[config.mk]
export PLATFORM = sky130hd
export DESIGN_NAME = cv32e40p_popcnt_ft_ctrl_flat
export DESIGN_NICKNAME = d
export VERILOG_FILES = /design/src/rtl/cv32e40p_popcnt_ft_ctrl_if.sv /design/src/rtl/cv32e40p_popcnt_ft_ctrl.sv /design/src/flat_wrapper.sv
export SDC_FILE = /design/constraint.sdc
export NUM_CORES = 1
export LEC_CHECK = 0
export ABC_AREA = 1
export BUFFER_PORTS_ARGS = -buffer_cell sky130_fd_sc_hd__buf_4
export CORE_UTILIZATION = 35
export DETAILED_ROUTE_END_ITERATION = 12
export SYNTH_ARGS = -nofsm -noshare
export SYNTH_HDL_FRONTEND = slang
export SYNTH_SLANG_ARGS = --single-unit
[constraint.sdc]
create_clock -name clk -period 2.37 [get_ports clk]
set_input_delay 0.1185 -clock clk [delete_from_list [all_inputs] [get_ports clk]]
set_output_delay 0.1185 -clock clk [all_outputs]
set_load 0.05 [all_outputs]
[src/rtl/cv32e40p_popcnt_ft_ctrl_if.sv]
// Operand request and voted-result response channels of the fault-tolerant popcount controller.
// Both channels transfer on a clock edge where valid and ready are both high; valid may not drop before that edge.
interface cv32e40p_popcnt_ft_ctrl_if #(
  parameter int LEN = 32
);
  logic           valid;
  logic           ready;
  logic [LEN-1:0] operand;
  logic [5:0]     result;
  logic           result_valid;
  logic           result_ready;
  logic           corrected;
  logic           uncorrectable;

  modport master (
    output valid, operand, result_ready,
    input  ready, result, result_valid, corrected, uncorrectable
  );

  modport slave (
    input  valid, operand, result_ready,
    output ready, result, result_valid, corrected, uncorrectable
  );
endinterface

[src/rtl/cv32e40p_popcnt_ft_ctrl.sv]
// TMR controller for three popcount replicas: broadcasts the operand, votes the results,
// retries once on no majority and retires a replica that keeps losing votes.
module cv32e40p_popcnt_ft_ctrl #(
  parameter int LEN    = 32,
  parameter int THRESH = 4
) (
  input  logic                clk,
  input  logic                rst_n,
  cv32e40p_popcnt_ft_ctrl_if.slave bus,
  output logic [LEN-1:0]      op_o,
  input  logic [2:0][5:0]     rep_result_i,
  output logic [2:0]          disable_o,
  input  logic                clear_i,
  output logic [1:0]          dbg_state_o
);

  typedef enum logic [1:0] {
    IDLE  = 2'd0,
    EVAL  = 2'd1,
    RETRY = 2'd2,
    OUT   = 2'd3
  } state_t;

  state_t          state_q, state_d;
  logic [LEN-1:0]  op_q;
  logic [5:0]      result_q;
  logic            corr_q;
  logic            unc_q;
  logic [2:0]      disable_q;
  logic [2:0][3:0] cnt_q;
  logic [2:0][3:0] cnt_d;

  logic       e01, e02, e12;
  logic       vote_ok;
  logic [5:0] vote_val;
  logic [2:0] minority;
  logic       decide;
  logic [2:0] inc;
  logic [2:0] trip;

  assign e01 = (rep_result_i[0] == rep_result_i[1]);
  assign e02 = (rep_result_i[0] == rep_result_i[2]);
  assign e12 = (rep_result_i[1] == rep_result_i[2]);

  // At most one replica is ever disabled, so the two-enabled cases are exhaustive.
  always_comb begin
    vote_ok  = 1'b0;
    vote_val = 6'd0;
    minority = 3'b000;
    if (disable_q == 3'b000) begin
      if (e01 && e02) begin
        vote_ok  = 1'b1;
        vote_val = rep_result_i[0];
      end else if (e01) begin
        vote_ok  = 1'b1;
        vote_val = rep_result_i[0];
        minority = 3'b100;
      end else if (e02) begin
        vote_ok  = 1'b1;
        vote_val = rep_result_i[0];
        minority = 3'b010;
      end else if (e12) begin
        vote_ok  = 1'b1;
        vote_val = rep_result_i[1];
        minority = 3'b001;
      end
    end else if (disable_q[0]) begin
      vote_ok  = e12;
      vote_val = rep_result_i[1];
    end else if (disable_q[1]) begin
      vote_ok  = e02;
      vote_val = rep_result_i[0];
    end else begin
      vote_ok  = e01;
      vote_val = rep_result_i[0];
    end
  end

  always_ff @(posedge clk or negedge rst_n) begin
    if (!rst_n) state_q <= IDLE;
    else        state_q <= state_d;
  end

  always_comb begin
    state_d = state_q;
    case (state_q)
      IDLE:    if (bus.valid) state_d = EVAL;
      EVAL:    state_d = vote_ok ? OUT : RETRY;
      RETRY:   state_d = OUT;
      OUT:     if (bus.result_ready) state_d = IDLE;
      default: state_d = IDLE;
    endcase
  end

  // A result is committed on a successful first vote or unconditionally after the retry.
  assign decide = ((state_q == EVAL) && vote_ok) || (state_q == RETRY);
  assign inc    = (decide && vote_ok) ? minority : 3'b000;

  always_comb begin
    cnt_d = cnt_q;
    trip  = 3'b000;
    for (int k = 0; k < 3; k++) begin
      if (inc[k] && (cnt_q[k] != 4'hF)) cnt_d[k] = cnt_q[k] + 4'd1;
      trip[k] = inc[k] && (cnt_d[k] >= 4'(THRESH));
    end
  end

  always_ff @(posedge clk or negedge rst_n) begin
    if (!rst_n) begin
      op_q      <= '0;
      result_q  <= 6'd0;
      corr_q    <= 1'b0;
      unc_q     <= 1'b0;
      cnt_q     <= '0;
      disable_q <= 3'b000;
    end else begin
      if ((state_q == IDLE) && bus.valid) op_q <= bus.operand;
      if (decide) begin
        result_q <= vote_ok ? vote_val : 6'd0;
        unc_q    <= ~vote_ok;
      end else if ((state_q == OUT) && bus.result_ready) begin
        unc_q    <= 1'b0;
      end
      corr_q <= decide && vote_ok && (minority != 3'b000);
      // Clear has priority over a same-edge increment or disable.
      if (clear_i) begin
        cnt_q     <= '0;
        disable_q <= 3'b000;
      end else begin
        cnt_q <= cnt_d;
        if (disable_q == 3'b000) disable_q <= trip;
      end
    end
  end

  assign bus.ready         = (state_q == IDLE);
  assign bus.result_valid  = (state_q == OUT);
  assign bus.result        = result_q;
  assign bus.corrected     = corr_q;
  assign bus.uncorrectable = unc_q;
  assign op_o              = op_q;
  assign disable_o         = disable_q;
  assign dbg_state_o       = state_q;

endmodule

[src/flat_wrapper.sv]
// flat-port wrapper written by rule: the top's interface ports become plain ports
module cv32e40p_popcnt_ft_ctrl_flat 
#(
  parameter int LEN    = 32,
  parameter int THRESH = 4
)
  (clk, rst_n, op_o, rep_result_i, disable_o, clear_i, dbg_state_o, bus_valid, bus_operand, bus_result_ready, bus_ready, bus_result, bus_result_valid, bus_corrected, bus_uncorrectable);
  cv32e40p_popcnt_ft_ctrl_if #(.LEN(LEN)) bus_i ();
  input  logic clk;
  input  logic rst_n;
  output logic [LEN-1:0] op_o;
  input  logic [2:0][5:0] rep_result_i;
  output logic [2:0] disable_o;
  input  logic clear_i;
  output logic [1:0] dbg_state_o;
  input wire logic [$bits(bus_i.valid)-1:0] bus_valid;
  input wire logic [$bits(bus_i.operand)-1:0] bus_operand;
  input wire logic [$bits(bus_i.result_ready)-1:0] bus_result_ready;
  output wire logic [$bits(bus_i.ready)-1:0] bus_ready;
  output wire logic [$bits(bus_i.result)-1:0] bus_result;
  output wire logic [$bits(bus_i.result_valid)-1:0] bus_result_valid;
  output wire logic [$bits(bus_i.corrected)-1:0] bus_corrected;
  output wire logic [$bits(bus_i.uncorrectable)-1:0] bus_uncorrectable;
  assign bus_i.valid = bus_valid;
  assign bus_i.operand = bus_operand;
  assign bus_i.result_ready = bus_result_ready;
  assign bus_ready = bus_i.ready;
  assign bus_result = bus_i.result;
  assign bus_result_valid = bus_i.result_valid;
  assign bus_corrected = bus_i.corrected;
  assign bus_uncorrectable = bus_i.uncorrectable;
  cv32e40p_popcnt_ft_ctrl #(.LEN(LEN), .THRESH(THRESH)) u_core (.clk(clk), .rst_n(rst_n), .bus(bus_i), .op_o(op_o), .rep_result_i(rep_result_i), .disable_o(disable_o), .clear_i(clear_i), .dbg_state_o(dbg_state_o));
endmodule
==> results of run 1 <==
[sequential cells by signal, summed over array words and instances (netlist names)]
name,count
u_core.bus.corrected,1
u_core.bus.result,6
u_core.bus.uncorrectable,1
u_core.cnt_q,12
u_core.dbg_state_o,2
u_core.disable_o,3
u_core.op_o,32
[per-stage QoR]
stage / utilization (%) / std cells / power (W)
2_1_floorplan: - / 352 / 0.003212
3_3_place_gp: 45.92 / 556 / 0.003955
3_5_place_dp: 45.92 / 556 / 0.003989
4_1_cts: 48.34 / 576 / 0.004803
5_1_grt: 48.57 / 578 / 0.005023
6_report: 48.57 / 578 / 0.004755
[how the worst min path moves through the flow]
stage                                end  depth (start not counted)  slack, ns
global route              u_core.op_o[5]                          2     0.0005
detailed placement        u_core.op_o[3]                          1       0.23
finish                   u_core.op_o[17]                          2       0.02
floorplan           u_core.bus.corrected                          0      -0.18
CTS                      u_core.op_o[19]                          2     0.0002
global placement          u_core.op_o[3]                          1       0.22
[cell usage in the layout, fill, tap and decap left out, drive strengths merged]
master and n:
o21ai 22, buf 103, nand4 2, ha 7, xor2 6, nor2 32, o22ai 1, nand3b 1
a211oi 1, o2111ai 1, dfrtp 57, o221ai 4, nand3 20, clkbuf 9, clkinv 3, mux2 32
inv 43, a21oi 6, a31oi 1, nand2 104, nor3 5, clkinvlp 3, dlygate4sd3 6, a221oi 1
[layout make-up]
| cell class | instances | area (µm²) |
|---|---|---|
| Clock buffer | 9 | 123.9 |
| Clock inverter | 7 | 46.29 |
| Inverter | 42 | 157.7 |
| Tap cell | 108 | 135.1 |
| Sequential cell | 57 | 1426 |
| Fill cell | 849 | 4463 |
| Timing Repair Buffer | 109 | 833.3 |
| Multi-Input combinational cell | 246 | 1493 |
[report_power, final]
group / switching, W / total [W] / internal, W / leakage (nW)
combinational: 0.00168 / 0.00252 / 0.000840 / 1.36
clock: 0.000404 / 0.000780 / 0.000376 / 0.0814
sequential: 0.000169 / 0.00146 / 0.00129 / 0.722
total: 0.00225 / 0.00475 / 0.00250 / 2.17
[critical path, delay by kind of cell, from the launching register on]
kind                   cells  cell delay, ns
AND/OR/NAND/NOR            9            1.23
flip-flops                 1            0.42
buffers and inverters      3            0.34
[cells by family (layout without fill, tap and decap cells)]
family                     Yosys count  after routing
and+or+nand+nor                    164            164
DFF                                 57             57
buffers and inverters               49            167
AOI/OAI and AO/OA                   37             37
muxes                               32             32
adders and majority gates            7              7
xor gates and xnor gates             6              6
[per-layer routing]
layer | wire (µm) | part of all wire (%) | track usage (%) | up-vias
met5 | 0 | 0 | 0 | -
met4 | 96 | 1.4 | 4.779 | 0
met3 | 249 | 3.5 | 3.834 | 10
met2 | 3660 | 52 | 25.24 | 48
met1 | 3094 | 44 | 19.92 | 1283
li1 | - | - | - | 1371
==> flow_summary_export.csv, run 1 <==
group,metric,value,unit
run_status,status,"complete, no violations",
layout,fin_area,4215,µm²
clock_tree,root_buffer,"clkbuf_8",
worst_setup_path,crit_fanout,11,
worst_hold_path,holdCritStartpoint,"bus_operand[17]",
floorplanning,fp-row-count,34,
placed_design,hpwl,5296,µm
clock_tree,clock_latency,0.33,ns
timing,finalHoldViolCount,0,
clock_tree,htreeDepth,3,
floorplanning,die_x,96.39,µm
synthesis,synth_commonest_cells,"100 x nand2_1, 57 x dfrtp_1, 32 x mux2_2",
synthesis,syn_area_per_cell,8.858,µm²
worst_setup_path,crit_chain,"nor2_2 -> inv_2 -> nor2_4 -> inv_2 -> nor3_1 -> inv_1 -> nor2_4 -> nand2_1 -> nand2_1 -> nand3_1 -> nand3_1 -> nand2_1",
synthesis,syn_nets,414,
worst_hold_path,min_path_type,"primary input to flip-flop",
global_routing,grt_max_degree,58,
placed_design,place_ws,0.2849,ns
layout,drive_gt1_share,39.79,%
detailed_routing,ant_nets,0,
layout,fin_nets,527,
synthesis,yosysWarnings,0,
worst_setup_path,reg2reg_to,"u_core.disable_o[2]",
synthesis,synth_most_common_cell,"nand2_1",
clock_tree,cts_sinks,57,
timing,min_period,2.088,ns
floorplanning,ios,102,
timing,slew_violations,0,
detailed_routing,wirelength,7101,µm
clock_tree,ctsHoldBuffers,4,
floorplanning,die_h,96.39,µm
worst_setup_path,crit_end,"u_core.disable_o[2]",
floorplanning,fp.dieArea,9290,µm²
global_routing,grt_pass1_wl,11000,µm
timing,tightest_slew,0.7166,ns
synthesis,synth_top_family_by_area,"simple AND/OR/NAND/NOR gates",
clock_tree,cts-buffers-inserted,9,
worst_setup_path,crit_start,"u_core.disable_o[1]",
timing,fin_setup_tns,0,ns
timing,whs,0.01839,ns
worst_setup_path,path_class,"flip-flop to flip-flop",
clock_tree,cts_tree,"yes",
synthesis,yosysTopAreaCellShare,45.75,%
global_routing,grt_pass1_vias,2439,
timing,setup-violations-final,0,
layout,num_antenna_cells,0,
worst_setup_path,cpMostUsedCell,"nand2_1",
clock_tree,clk_pin_slew,0.07,ns
timing,slew_headroom,52.23,%
synthesis,synth_area,3118,µm²
worst_setup_path,end_kind,"flip-flop",
timing,finClkSkew,0.01057,ns
synthesis,synthArstFlopShare,100.0,%
synthesis,synth-compound-area-share,7.424,%
placed_design,numPortBuffers,101,
synthesis,synthAdderAreaFrac,2.809,%
synthesis,yosys.area_share.simple,24.40,%
worst_setup_path,r2r-start,"u_core.disable_o[1]",
detailed_routing,drc_errors,0,
clock_tree,post_cts_buffers,0,
synthesis,yosysUniqueCellTypes,35,
worst_setup_path,reg2regPathDepth,12,
floorplanning,core,8678,µm²
placed_design,gp_congestion,0.7900,
timing,rsz0062_at_grt,"no",
synthesis,synth-seq-cells,57,
synthesis,synth_edf_count,0,
detailed_routing,drt_iter0_drc,98,
clock_tree,clockBufferDepth,2,
synthesis,synth-xor-area-share,1.685,%
power,ir_drop,661.2,µV
synthesis,muxShareOfSynthArea,11.56,%
synthesis,synth_seq_area_share,45.75,%
placed_design,placed_area,3985,µm²
clock_tree,cts_resized,0,
global_routing,antenna_found_initial,0,
worst_setup_path,slowest_stage,"dfrtp_1",
detailed_routing,wl_per_cell,12.29,µm
detailed_routing,via_per_inst,4.692,
global_routing,grt_overflow_total,0,
layout,area_growth,35.19,%
power,pwr_density_cell,1128,nW/µm²
synthesis,ys.flop_type,"dfrtp_1",
timing,timing.final.crit_share,88.11,%
timing,max_freq,478.9,MHz
detailed_routing,vias,2712,
worst_setup_path,cpPeakStageDelay,0.42,ns
detailed_routing,detail_route.first_pass.iterations,4,
worst_setup_path,arrival,2.30,ns
timing,worst_slack,0.2817,ns
worst_setup_path,reg2reg_slack,0.28,ns
synthesis,synthCells,352,
global_routing,grt_usage,15.36,%
synthesis,synth_area_leaders,"dfrtp_1 46%, nand2_1 12%, mux2_2 12%, inv_1 3.5%, o21ai_0 3.0%",
worst_setup_path,cp-start-kind,"flip-flop",
run,max-cap-violations,0,
synthesis,yosysTopAreaCell,"dfrtp_1",
worst_setup_path,critPathRequiredTime,2.58,ns
floorplanning,start_util,35.93,%
power,power_leakage,2.168,nW
Power figures use the tool's default switching activity.
==> run 2: changes to the inputs <==
- CORE_UTILIZATION: 35 -> 40
- PLACE_DENSITY: not set -> 0.66
==> run 2 against run 1 <==
  * Die area shrank 12%
  * Core utilization rose by 9.8 points
  * Clock power is 3.5% lower
  * Worst setup slack improved by 0.0049 ns
  * Worst hold slack worse by 0.0066 ns
==> flow_summary_export.csv, run 2 (synthesis gave the netlist of run 1 again) <==
group,metric,value,unit
run_status,status,"complete, no violations",
layout,largest_register_ffs,32,
global_routing,grt_usage,17.65,%
clock_tree,cts_resized,0,
timing,min_period,2.083,ns
power,power_leakage,2.223,nW
worst_setup_path,arrival,2.36,ns
worst_hold_path,min_path_type,"primary input to flip-flop",
floorplanning,die_h,90.29,µm
placed_design,numPortBuffers,101,
layout,fin_nets,540,
detailed_routing,wl_met1,3175,µm
worst_setup_path,cpMostUsedCell,"nand2_1",
layout,fillers,641,
timing,tightest_slew,0.7099,ns
detailed_routing,detail_route.first_pass.iterations,4,
layout,num_antenna_cells,0,
floorplanning,start_util,42.09,%
global_routing,grt_overflow_total,0,
worst_setup_path,slowest_stage,"dfrtp_1",
detailed_routing,wl_met3,283,µm
clock_tree,clk_pin_slew,0.07,ns
worst_setup_path,path_class,"flip-flop to flip-flop",
floorplanning,ios,102,
worst_setup_path,crit_chain,"nor2_2 -> inv_2 -> nor2_4 -> inv_2 -> nand2_1 -> o21ai_2 -> nand2_4 -> o21ai_4 -> nor2_4 -> nand2_1 -> nand2_1 -> nand2_1 -> nand2_1 -> nand3_1 -> nand2_1",
detailed_routing,vias,2736,
detailed_routing,wl_per_cell,12.17,µm
global_routing,antenna_found_initial,0,
timing,timing.final.crit_share,87.91,%
global_routing,grt_pass1_wl,11620,µm
timing,finClkSkew,0.008314,ns
detailed_routing,wirelength,7083,µm
clock_tree,clockBufferDepth,2,
worst_setup_path,crit_fanout,12,
worst_setup_path,end_kind,"flip-flop",
clock_tree,cts_tree,"yes",
clock_tree,cts_sinks,57,
placed_design,gp_congestion,0.7946,
placed_design,hpwl,5065,µm
clock_tree,clock_latency,0.34,ns
worst_setup_path,cp-start-kind,"flip-flop",
layout,drive_gt1_share,38.51,%
floorplanning,core,7408,µm²
power,ir_drop,828.9,µV
run,max-cap-violations,0,
worst_setup_path,critPathRequiredTime,2.64,ns
floorplanning,fp-row-count,31,
detailed_routing,top_layer_used,"met4",
worst_setup_path,cpPeakStageDelay,0.41,ns
detailed_routing,drt_iter0_drc,114,
timing,fin_setup_tns,0,ns
detailed_routing,drc_errors,0,
timing,worst_slack,0.2866,ns
detailed_routing,met2WireLength,3553,µm
layout,area_growth,38.76,%
detailed_routing,via_per_inst,4.701,
timing,setup-violations-final,0,
layout,layout_common_cells,"103 x buf_4, 100 x nand2_1, 57 x dfrtp_1, 32 x mux2_2, 29 x inv_1",
power,pwr_density_cell,1095,nW/µm²
clock_tree,htreeDepth,3,
placed_design,place_ws,0.3022,ns
timing,rsz0062_at_grt,"no",
timing,slew_headroom,52.67,%
timing,max_freq,480.0,MHz
detailed_routing,ant_nets,0,
clock_tree,root_buffer,"clkbuf_8",
timing,finalHoldViolCount,0,
floorplanning,fp.dieArea,8152,µm²
timing,slew_violations,0,
global_routing,grt_max_degree,58,
global_routing,grt_pass1_vias,2554,
clock_tree,cts-buffers-inserted,9,
layout,final_common_cell,"buf_4",
floorplanning,die_x,90.29,µm
[run 2: per-layer routing]
metal  GRT usage [%]  vias to the layer above
met2           30.09                       58
li1                -                     1394
met3           4.966                        7
met4           4.839                        0
met5               0                        -
met1           21.86                     1277
[run 2: where the power goes]
part | switching, W | leakage, nW | internal (W)
Clock | 0.000382 | 0.0818 | 0.000371
Combinational | 0.00168 | 1.42 | 0.000853
Sequential | 0.000163 | 0.722 | 0.00129
[run 2: path summary, 6_finish.rpt]
kind,startpoint,to,slack [ns],cells past startpoint
worst max-delay path,u_core.disable_o[1],u_core.disable_o[0],0.29,15
worst min-delay path,bus_operand[6],u_core.op_o[6],0.01,2
worst max register to register,u_core.disable_o[1],u_core.disable_o[0],0.29,15
worst min register to register,u_core.bus.result[1],u_core.bus.result[1],0.49,2
max in group asynchronous,rst_n,u_core.cnt_q[4],1.48,2
min in group asynchronous,rst_n,u_core.op_o[5],0.41,2
[run 2: through the flow]
step	cell area (µm²)	std cells	power, W	hold WS, ns	utilization (%)
after floorplan	3118	352	0.003212	-0.1771	-
final	4327	582	0.004739	0.01174	58.40
after global placement	3974	547	0.003954	0.2238	53.64
after global routing	4327	582	0.004980	0.00007674	58.40
after CTS	4217	571	0.004760	0.001038	56.92
after detailed placement	3974	547	0.003986	0.2238	53.64
[run 2: layout make-up]
type | instances | area (µm²) | share of cell area (%)
Multi-Input combinational cell | 246 | 1493 | 34.50
Clock inverter | 6 | 35.03 | 0.8097
Inverter | 42 | 157.7 | 3.644
Clock buffer | 10 | 127.6 | 2.950
Timing Repair Buffer | 122 | 963.4 | 22.27
Tap cell | 99 | 123.9 | 2.863
Sequential cell | 57 | 1426 | 32.97
[run 2: repair_timing]
item	CTS	global route
buffers inserted	0	0
hold buffers	8	11
endpoints found under the hold margin	64	11
[run 2: critical path: cells and delay by family (launching register included)]
family                 cells  cell delay, ns
AOI/OAI and AO/OA          2            0.22
buffers and inverters      2            0.21
DFF                        1            0.41
and+or+nand+nor           11            1.19
